--- config.mk ---
export PLATFORM = sky130hd
export DESIGN_NAME = clk_div_monitor
export DESIGN_NICKNAME = d
export VERILOG_FILES = /design/src/rtl/clk_div_monitor.sv
export SDC_FILE = /design/constraint.sdc
export NUM_CORES = 1
export LEC_CHECK = 0
export ABC_AREA = 0
export CAP_MARGIN = 30
export CORE_MARGIN = 2
export CORE_UTILIZATION = 57
export DETAILED_ROUTE_END_ITERATION = 16
export GPL_TIMING_DRIVEN = 0
export HOLD_SLACK_MARGIN = 0.06
export PLACE_DENSITY = 0.84
export REMOVE_ABC_BUFFERS = 1
export SETUP_SLACK_MARGIN = 0.4
export SKIP_LAST_GASP = 1
export SYNTH_ARGS = -nofsm -noshare
export SYNTH_HDL_FRONTEND = slang
export SYNTH_SLANG_ARGS = --single-unit
export TNS_END_PERCENT = 20
--- constraint.sdc ---
create_clock -name i_clk -period 4.3 [get_ports i_clk]
set_clock_uncertainty 0.15 [all_clocks]
set_input_delay 1.075 -clock i_clk [delete_from_list [all_inputs] [get_ports i_clk]]
set_output_delay 1.075 -clock i_clk [all_outputs]
set_load 0.02 [all_outputs]
--- src/rtl/clk_div_monitor.sv ---
`timescale 1ns/1ps
// -----------------------------------------------------------------------------
// clk_div_monitor
//
// Purpose
//    Receives the divided 400 kHz clock (slow_clk) in the 40 MHz clk domain.
//    - Synchronises slow_clk through a flop chain.
//    - Emits single-cycle rise/fall strobes for use as clock enables downstream.
//    - Measures every half-period in clk cycles.
//    - Tracks lock, flags out-of-range half-periods while locked, and detects
//      loss of the slow clock.
//
// Ports
//    i_clk           in   1      40 MHz system clock
//    i_rst           in   1      synchronous reset, active-high
//    i_slow_clk      in   1      divided clock, asynchronous to i_clk
//    o_rise_pulse    out  1      1-cycle strobe per synchronised rising edge
//    o_fall_pulse    out  1      1-cycle strobe per synchronised falling edge
//    o_half_len      out  CNT_W  last measured half-period (clk cycles)
//    o_locked        out  1      monitor is in LOCKED
//    o_lost          out  1      monitor is in LOST
//    o_period_err    out  1      1-cycle strobe: out-of-range edge while LOCKED
//    o_err_cnt       out  8      number of period_err strobes, saturating at 255
// -----------------------------------------------------------------------------
module clk_div_monitor #(
   parameter int SYNC_STAGES = 2,
   parameter int CNT_W       = 8,
   parameter int HALF_NOM    = 50,
   parameter int TOL         = 2,
   parameter int LOCK_EDGES  = 4,
   parameter int TIMEOUT     = 200
) (
   input  logic             i_clk,
   input  logic             i_rst,
   input  logic             i_slow_clk,
   output logic             o_rise_pulse,
   output logic             o_fall_pulse,
   output logic [CNT_W-1:0] o_half_len,
   output logic             o_locked,
   output logic             o_lost,
   output logic             o_period_err,
   output logic [7:0]       o_err_cnt
);

   // ------------------------------------------------------------------------
   // Elaboration-time parameter sanity checks
   // ------------------------------------------------------------------------
   generate
      if (SYNC_STAGES < 2) begin : g_bad_sync
         $error("clk_div_monitor: SYNC_STAGES must be at least 2");
      end
      if (TIMEOUT < 1 || TIMEOUT >= (1 << CNT_W)) begin : g_bad_timeout
         $error("clk_div_monitor: TIMEOUT must be in 1 .. 2**CNT_W-1");
      end
      if (LOCK_EDGES < 1) begin : g_bad_lock
         $error("clk_div_monitor: LOCK_EDGES must be at least 1");
      end
   endgenerate

   // ------------------------------------------------------------------------
   // Constants
   // ------------------------------------------------------------------------
   localparam int GOOD_W = $clog2(LOCK_EDGES + 1);

   localparam logic [CNT_W-1:0] CNT_MAX  = '1;
   localparam logic [CNT_W-1:0] TO_LAST  = CNT_W'(TIMEOUT - 1);

   // Range limits live in CNT_W+1 bits so cnt+1 never wraps; a lower limit
   // that would go negative is clamped to zero.
   localparam logic [CNT_W:0]   LO_LIM   = (HALF_NOM > TOL) ?
                                           (CNT_W+1)'(HALF_NOM - TOL) : '0;
   localparam logic [CNT_W:0]   HI_LIM   = (CNT_W+1)'(HALF_NOM + TOL);

   localparam logic [GOOD_W-1:0] GOOD_LAST = GOOD_W'(LOCK_EDGES - 1);
   localparam logic [7:0]        ERR_MAX   = 8'hFF;

   typedef enum logic [1:0] {
      ST_IDLE   = 2'd0,
      ST_ACQ    = 2'd1,
      ST_LOCKED = 2'd2,
      ST_LOST   = 2'd3
   } state_t;

   // ------------------------------------------------------------------------
   // Synchroniser and edge detection
   // ------------------------------------------------------------------------
   // r_sync[0] is the metastability-catching stage; the last stage is the
   // first one any logic is allowed to look at.
   logic [SYNC_STAGES-1:0] r_sync;
   logic                   r_prev;
   logic                   w_s;
   logic                   w_edge;
   logic                   r_rise;
   logic                   r_fall;

   always_ff @(posedge i_clk) begin
      if (i_rst) begin
         r_sync <= '0;
      end else begin
         r_sync <= {r_sync[SYNC_STAGES-2:0], i_slow_clk};
      end
   end

   assign w_s    = r_sync[SYNC_STAGES-1];
   assign w_edge = w_s ^ r_prev;

   // Strobes are registered and independent of the monitor state, so the
   // downstream enable logic keeps running even while lock is lost.
   always_ff @(posedge i_clk) begin
      if (i_rst) begin
         r_prev <= 1'b0;
         r_rise <= 1'b0;
         r_fall <= 1'b0;
      end else begin
         r_prev <= w_s;
         r_rise <= w_s & ~r_prev;
         r_fall <= ~w_s & r_prev;
      end
   end

   // ------------------------------------------------------------------------
   // Half-period measurement
   // ------------------------------------------------------------------------
   logic [CNT_W-1:0] r_cnt;
   logic [CNT_W-1:0] r_half_len;
   logic [CNT_W:0]   w_cnt_inc;
   logic             w_in_range;
   logic             w_timeout;

   // cnt counts the cycles elapsed since the last edge; the edge cycle
   // itself is included, hence the +1.
   assign w_cnt_inc  = {1'b0, r_cnt} + (CNT_W+1)'(1);
   assign w_in_range = (w_cnt_inc >= LO_LIM) && (w_cnt_inc <= HI_LIM);

   // An edge on the same cycle as the last timeout count restarts the
   // measurement instead of declaring the clock lost.
   assign w_timeout  = !w_edge && (r_cnt == TO_LAST);

   always_ff @(posedge i_clk) begin
      if (i_rst) begin
         r_cnt      <= '0;
         r_half_len <= '0;
      end else if (w_edge) begin
         // A saturated counter reports the largest representable length
         // rather than wrapping to zero.
         r_half_len <= w_cnt_inc[CNT_W] ? CNT_MAX : w_cnt_inc[CNT_W-1:0];
         r_cnt      <= '0;
      end else if (r_cnt != CNT_MAX) begin
         r_cnt      <= r_cnt + CNT_W'(1);
      end
   end

   // ------------------------------------------------------------------------
   // Lock FSM
   // ------------------------------------------------------------------------
   state_t            r_state;
   state_t            w_state_next;
   logic [GOOD_W-1:0] r_good;
   logic [GOOD_W-1:0] w_good_next;
   logic              r_period_err;
   logic              w_period_err_next;
   logic [7:0]        r_err_cnt;

   always_comb begin
      w_state_next      = r_state;
      w_good_next       = r_good;
      w_period_err_next = 1'b0;

      case (r_state)
         ST_IDLE: begin
            // The first edge after reset only starts a measurement; the
            // length it closes is not trusted for acquisition.
            if (w_edge) begin
               w_state_next = ST_ACQ;
               w_good_next  = '0;
            end else if (w_timeout) begin
               w_state_next = ST_LOST;
            end
         end

         ST_ACQ: begin
            if (w_edge) begin
               if (w_in_range) begin
                  w_good_next = r_good + GOOD_W'(1);
                  if (r_good == GOOD_LAST) begin
                     w_state_next = ST_LOCKED;
                  end
               end else begin
                  // A single bad half-period restarts the run of good ones.
                  w_good_next = '0;
               end
            end else if (w_timeout) begin
               w_state_next = ST_LOST;
            end
         end

         ST_LOCKED: begin
            if (w_edge) begin
               if (!w_in_range) begin
                  w_state_next      = ST_ACQ;
                  w_good_next       = '0;
                  w_period_err_next = 1'b1;
               end
            end else if (w_timeout) begin
               // Loss of clock is reported through lost, not period_err.
               w_state_next = ST_LOST;
            end
         end

         ST_LOST: begin
            // The reappearing edge updates half_len but is not counted.
            if (w_edge) begin
               w_state_next = ST_ACQ;
               w_good_next  = '0;
            end
         end

         default: begin
            w_state_next = ST_IDLE;
            w_good_next  = '0;
         end
      endcase
   end

   always_ff @(posedge i_clk) begin
      if (i_rst) begin
         r_state      <= ST_IDLE;
         r_good       <= '0;
         r_period_err <= 1'b0;
         r_err_cnt    <= '0;
      end else begin
         r_state      <= w_state_next;
         r_good       <= w_good_next;
         r_period_err <= w_period_err_next;
         if (w_period_err_next && (r_err_cnt != ERR_MAX)) begin
            r_err_cnt <= r_err_cnt + 8'd1;
         end
      end
   end

   // ------------------------------------------------------------------------
   // Outputs: everything comes straight from registers or a decode of the
   // registered state, so none of them can glitch.
   // ------------------------------------------------------------------------
   assign o_rise_pulse = r_rise;
   assign o_fall_pulse = r_fall;
   assign o_half_len   = r_half_len;
   assign o_locked     = (r_state == ST_LOCKED);
   assign o_lost       = (r_state == ST_LOST);
   assign o_period_err = r_period_err;
   assign o_err_cnt    = r_err_cnt;

endmodule

# Yosys cells after proc, flatten, opt, wreduce, memory -nomap -nowiden
# Index checks and enable logic that the tools add are counted.
# totals
inputBits	3
wordCells	64
ff_bits	35
out_inout_bits	21
# classes
eq_ne	15
magnitude_cmp	2
n_bitwise	5
addsub	4
n_reduce_logical	9
n_mux	19
# ops
operator	n
8-bit by 1-bit adder with 8-bit output, second input constant	2
2-bit two-way mux	8
8-bit inequality test, second input constant	2
3-bit two-way mux	5
8-bit by 1-bit adder with 9-bit output, second input constant	1
9-bit by 6-bit >= comparator with 1-bit output, second input constant	1
9-bit by 6-bit <= comparator with 1-bit output, second input constant	1
3-bit inequality test, second input constant	3
3-bit case mux with 3 select lines	1
8-bit == test, second input constant	1
8-bit two-way mux	1
2-bit case mux with 4 select lines	1
4-bit AND reduction	2
2-bit by 1-bit inequality test with 1-bit output, second input constant	3
2-bit == test, second input constant	2
2-bit inequality test, second input constant	2
2-bit OR reduction	2
3-bit by 1-bit adder with 3-bit output, second input constant	1
3-bit by 2-bit == test with 1-bit output, second input constant	1
1-bit logical AND	3
1-bit two-way mux	3
1-bit AND	2
2-bit by 1-bit == test with 1-bit output, second input constant	1
2-bit logical NOT	1
3 further kinds	4

# Logic depth before layout (Yosys ltp)
# depth
ltp_word	7
mapped_depth	8
mapped_depth_nobuf	8

# Worst setup path before layout
# OpenSTA, ideal clock, no wires.
# synth_timing
kind	flip-flop to flip-flop
start	register r_cnt[0]
end	register r_err_cnt[4], in the netlist o_err_cnt[4]
setup_ps	123
arrival_time_ps	2506
path_stages_with_launch	8
n_path_buf	0
t_required_ps	4027
setup_slack_ps	1520
period_less_slack_ps	2780
cell_sequence	dfxtp_1 ha_1 nand3_2 or4_4 a222oi_1 a21oi_1 nand4_1 mux2_1
# synth_via
elab_chain_len	7
elab_cells_between_ends	8
cone_classes	add/sub: 1; order compare: 2; mux: 3; reduce/logical: 2
# synth_lines
element	line	text
from (decl)	124	logic [CNT_W-1:0] r_cnt;
from (signal assigned)	149	r_cnt <= r_cnt + CNT_W'(1);
8-bit by 1-bit adder with 9-bit output (*)	132	assign w_cnt_inc = {1'b0, r_cnt} + (CNT_W+1)'(1);
9-bit by 6-bit >= comparator with 1-bit output or 9-bit by 6-bit <= comparator with 1-bit output (tied branches)	133	assign w_in_range = (w_cnt_inc >= LO_LIM) && (w_cnt_inc <= HI_LIM);
1-bit logical AND (*)	133	
1-bit two-way mux (*)	199	if (!w_in_range) begin
1-bit two-way mux (*)	198	if (w_edge) begin
1-bit two-way mux (*)	169	case (r_state)
1-bit logical AND (*)	235	if (w_period_err_next && (r_err_cnt != ERR_MAX)) begin
to (signal assigned)	236	r_err_cnt <= r_err_cnt + 8'd1;
to (decl)	162	logic [7:0] r_err_cnt;
# Mark *: on every way between the ends. The rest lies on a longest branch, timed or not.
# A chain may end at the register's enable or synchronous reset.

# Worst setup path after layout
# Ends and elaborated chain as after synthesis.

==> metrics.yaml <==
layout:
  finalInstanceArea_um2: 2020
  syn_to_final_growth_pct: 16.8
  final_cell_mix: "dfxtp_1 (35), nor2_1 (34), clkdlybuf4s50_1 (23)"
  utilization: 0.715
  antenna_cells: 0
  final_nets: 240
  layout_commonest_cell: "dfxtp_1"
  nFillCells: 217
  drive_gt1_frac: 0.0749
  fin_cells: 258
critical_path:
  cp-end-kind: "register"
  startpoint_type: "register"
  crit_fanout: 7
  crit_family: "compound AO/OA/AOI/OAI gates"
  cp.arrival_ps: 3300
  worst_path_max_delay_cell: "a222oi_1"
  path_class: "reg2reg"
  worstSetupStartpoint: "r_cnt[0]$_SDFFE_PP0N_"
  worstPathRequired_ps: 4370
  r2r-start: "r_cnt[0]$_SDFFE_PP0N_"
  cpPeakStageDelay_ps: 720
  crit_chain: "ha_1 -> nand3_2 -> or4_4 -> a222oi_1 -> a21oi_1 -> nand4_1 -> mux2_1"
  worstPathBufferInverterCount: 0
timing:
  tns_ps: 0
  report.final.slew_viol_count: 0
  fin_crit_ps: 3230
  timing.final.ws_setup_ps: 1070
  max_slew_margin: 0.485
  hold_violations: 0
  timing.final.crit_share: 0.752
  tightest_slew_ps: 773
  fmax_mhz: 309
  hold_slack_ps: 309
  rsz0062_at_grt: "false"
  setup_viol: 0
detailed_routing:
  routed_wl_mm: 3.56
  via_count: 1508
  drt_pass1_iterations: 4
  drtAntennaViolNets: 0
  drc_errors: 0
  vias_per_cell: 5.84
  post_drt_wl_per_cell_um: 13.8
  drt-initial-drc-count: 64
floorplan:
  initial_utilization: 0.612
  die_area_um2: 3490
  core_um2: 2830
  ios: 24
  die_w_um: 59.1
  num_rows: 19
  die_h_um: 59.1
power:
  clkPwrFrac: 0.323
  vdd_drop_max_mv: 0.183
  seqPwrFrac: 0.595
  combPwrFrac: 0.082
  p_total_mw: 0.564
  p_sw_frac: 0.249
  p_switching_mw: 0.140
  p_leak_nw: 0.774
  powerDensity_nw_per_um2: 279
  p_int_mw: 0.424
global_routing:
  antenna_found_initial: 0
  grt_max_degree: 30
  grt_pass1_wl_mm: 6.09
  grt_remaining_overflow: 0
  grtUsageTotal: 0.231
  grt_pass1_vias: 1414
min_path:
  min_path_type: "reg2reg"
  min_from: "r_sync[0]$_SDFF_PP0_"
yosys:
  async_flop_share: 0
  ys_warn_count: 0
  synthDistinctLibCells: 43
  avgSynthCellArea_um2: 8.40
  synth.area.top_cells: "dfxtp_1 (40%), nor2_1 (7.4%), ha_1 (7.2%)"
  syn_area_um2: 1730
  syn_inst: 206
  synthFlopType: "dfxtp_1"
  ys_ff_latch: 35
  synth_seq_area_share: 0.405
  synth_top_area_frac: 0.405
  yosysTopAreaCell: "dfxtp_1"
  synth_edf_count: 0
placed_design:
  io_buffers: 23
  post-place-cells: 250
  placed_area_um2: 1950
  place_congestion: 0.860
  hpwl_mm: 2.58
  dp_slack_ps: 1100
clock_network:
  cts_resized: 0
  post_cts_buffers: 0
  cts_buffers: 5
  clk_transition_reported_paths_ps: 110
  postCtsHoldBufs: 0
  cts_tree: "yes"
  h-tree-depth: 2
  clockRootBuffer: "clkbuf_4"
  cts.path.max_buffers: 2
  clk_latency_ps: 330
  clock_sinks: 35
flow_run:
  maxCapViolCount: 0
run_status:
  status: "completed"
-- power by group through the flow --
stage / clock, mW / combinational [mW] / sequential (mW)
global route: 0.199 / 0.0516 / 0.337
CTS: 0.184 / 0.0449 / 0.336
finish: 0.182 / 0.0463 / 0.336
floorplan: 0 / 0.0266 / 0.344
global placement: 0 / 0.0422 / 0.343
detailed placement: 0 / 0.0444 / 0.344
-- flip-flops by register name, indices dropped and copies added, names as in the netlist --
| register | cells |
|---|---|
| o_rise_pulse | 1 |
| r_good | 3 |
| o_fall_pulse | 1 |
| r_cnt | 8 |
| r_state | 2 |
| o_period_err | 1 |
| r_sync | 2 |
| o_half_len | 8 |
| o_err_cnt | 8 |
| r_prev | 1 |
-- final cells by class --
cell class	count	area, um2	share of cell area
Sequential cell	35	701	0.347
Clock buffer	6	51.3	0.0254
Multi-Input combinational cell	147	928	0.459
Inverter	14	52.6	0.0260
Tap cell	31	38.8	0.0192
Timing Repair Buffer	24	245	0.121
Clock inverter	1	5.00	0.00248
-- per-layer routing --
| layer | track usage | vias to the layer above | part of all wire |
|---|---|---|---|
| met1 | 0.286 | 698 | 0.44 |
| met5 | 0 | - | 0 |
| met2 | 0.371 | 48 | 0.49 |
| met3 | 0.0633 | 8 | 0.054 |
| met4 | 0.107 | 0 | 0.015 |
| li1 | - | 754 | - |
-- cell usage after synthesis, types with 2 or more instances --
library cell   n
nor2_1        34
clkbuf_1       4
nand2_1        7
o21ai_0        2
inv_1         14
and3_1         5
buf_1          3
xor2_1         3
nor4_1         2
xnor2_1        5
nand2b_1       3
nor3_1         4
mux2i_1        2
buf_4          3
and2_1         3
nand3_1        5
a21oi_1       21
a21o_1         2
a31o_2         2
nor2b_1        7
a31oi_1        2
a211oi_1       3
ha_1          10
nand4_1        6
dfxtp_1       35
o22ai_1        2
-- path summary, 6_finish.rpt --
| kind | end | slack, ps | depth (start not counted) |
|---|---|---|---|
| min reg2reg | r_sync[1]$_SDFF_PP0_ | 310 | 1 |
| max reg2reg | o_err_cnt[4]$_SDFFE_PP0P_ | 1070 | 7 |
| min | r_sync[1]$_SDFF_PP0_ | 310 | 1 |
| max | o_err_cnt[4]$_SDFFE_PP0P_ | 1070 | 7 |
-- logic make-up after synthesis --
| logic type | after synthesis | synth area share |
|---|---|---|
| muxes | 3 | 0.0181 |
| DFF | 35 | 0.405 |
| xor gates and xnor gates | 8 | 0.0405 |
| adders and majority gates | 10 | 0.0723 |
| AOI/OAI and AO/OA | 40 | 0.143 |
| buffers and inverters | 24 | 0.0586 |
| and+or+nand+nor | 86 | 0.262 |
-- worst reg2reg max path: cells and delay by family, from the launching register on --
family / cells / cell delay, ps
AO/OA/AOI/OAI: 2 / 1050
AND/OR/NAND/NOR: 3 / 800
flip-flops: 1 / 480
adder cells (fa/ha/maj): 1 / 320
multiplexers: 1 / 320
(Power assumes the default switching activity.)
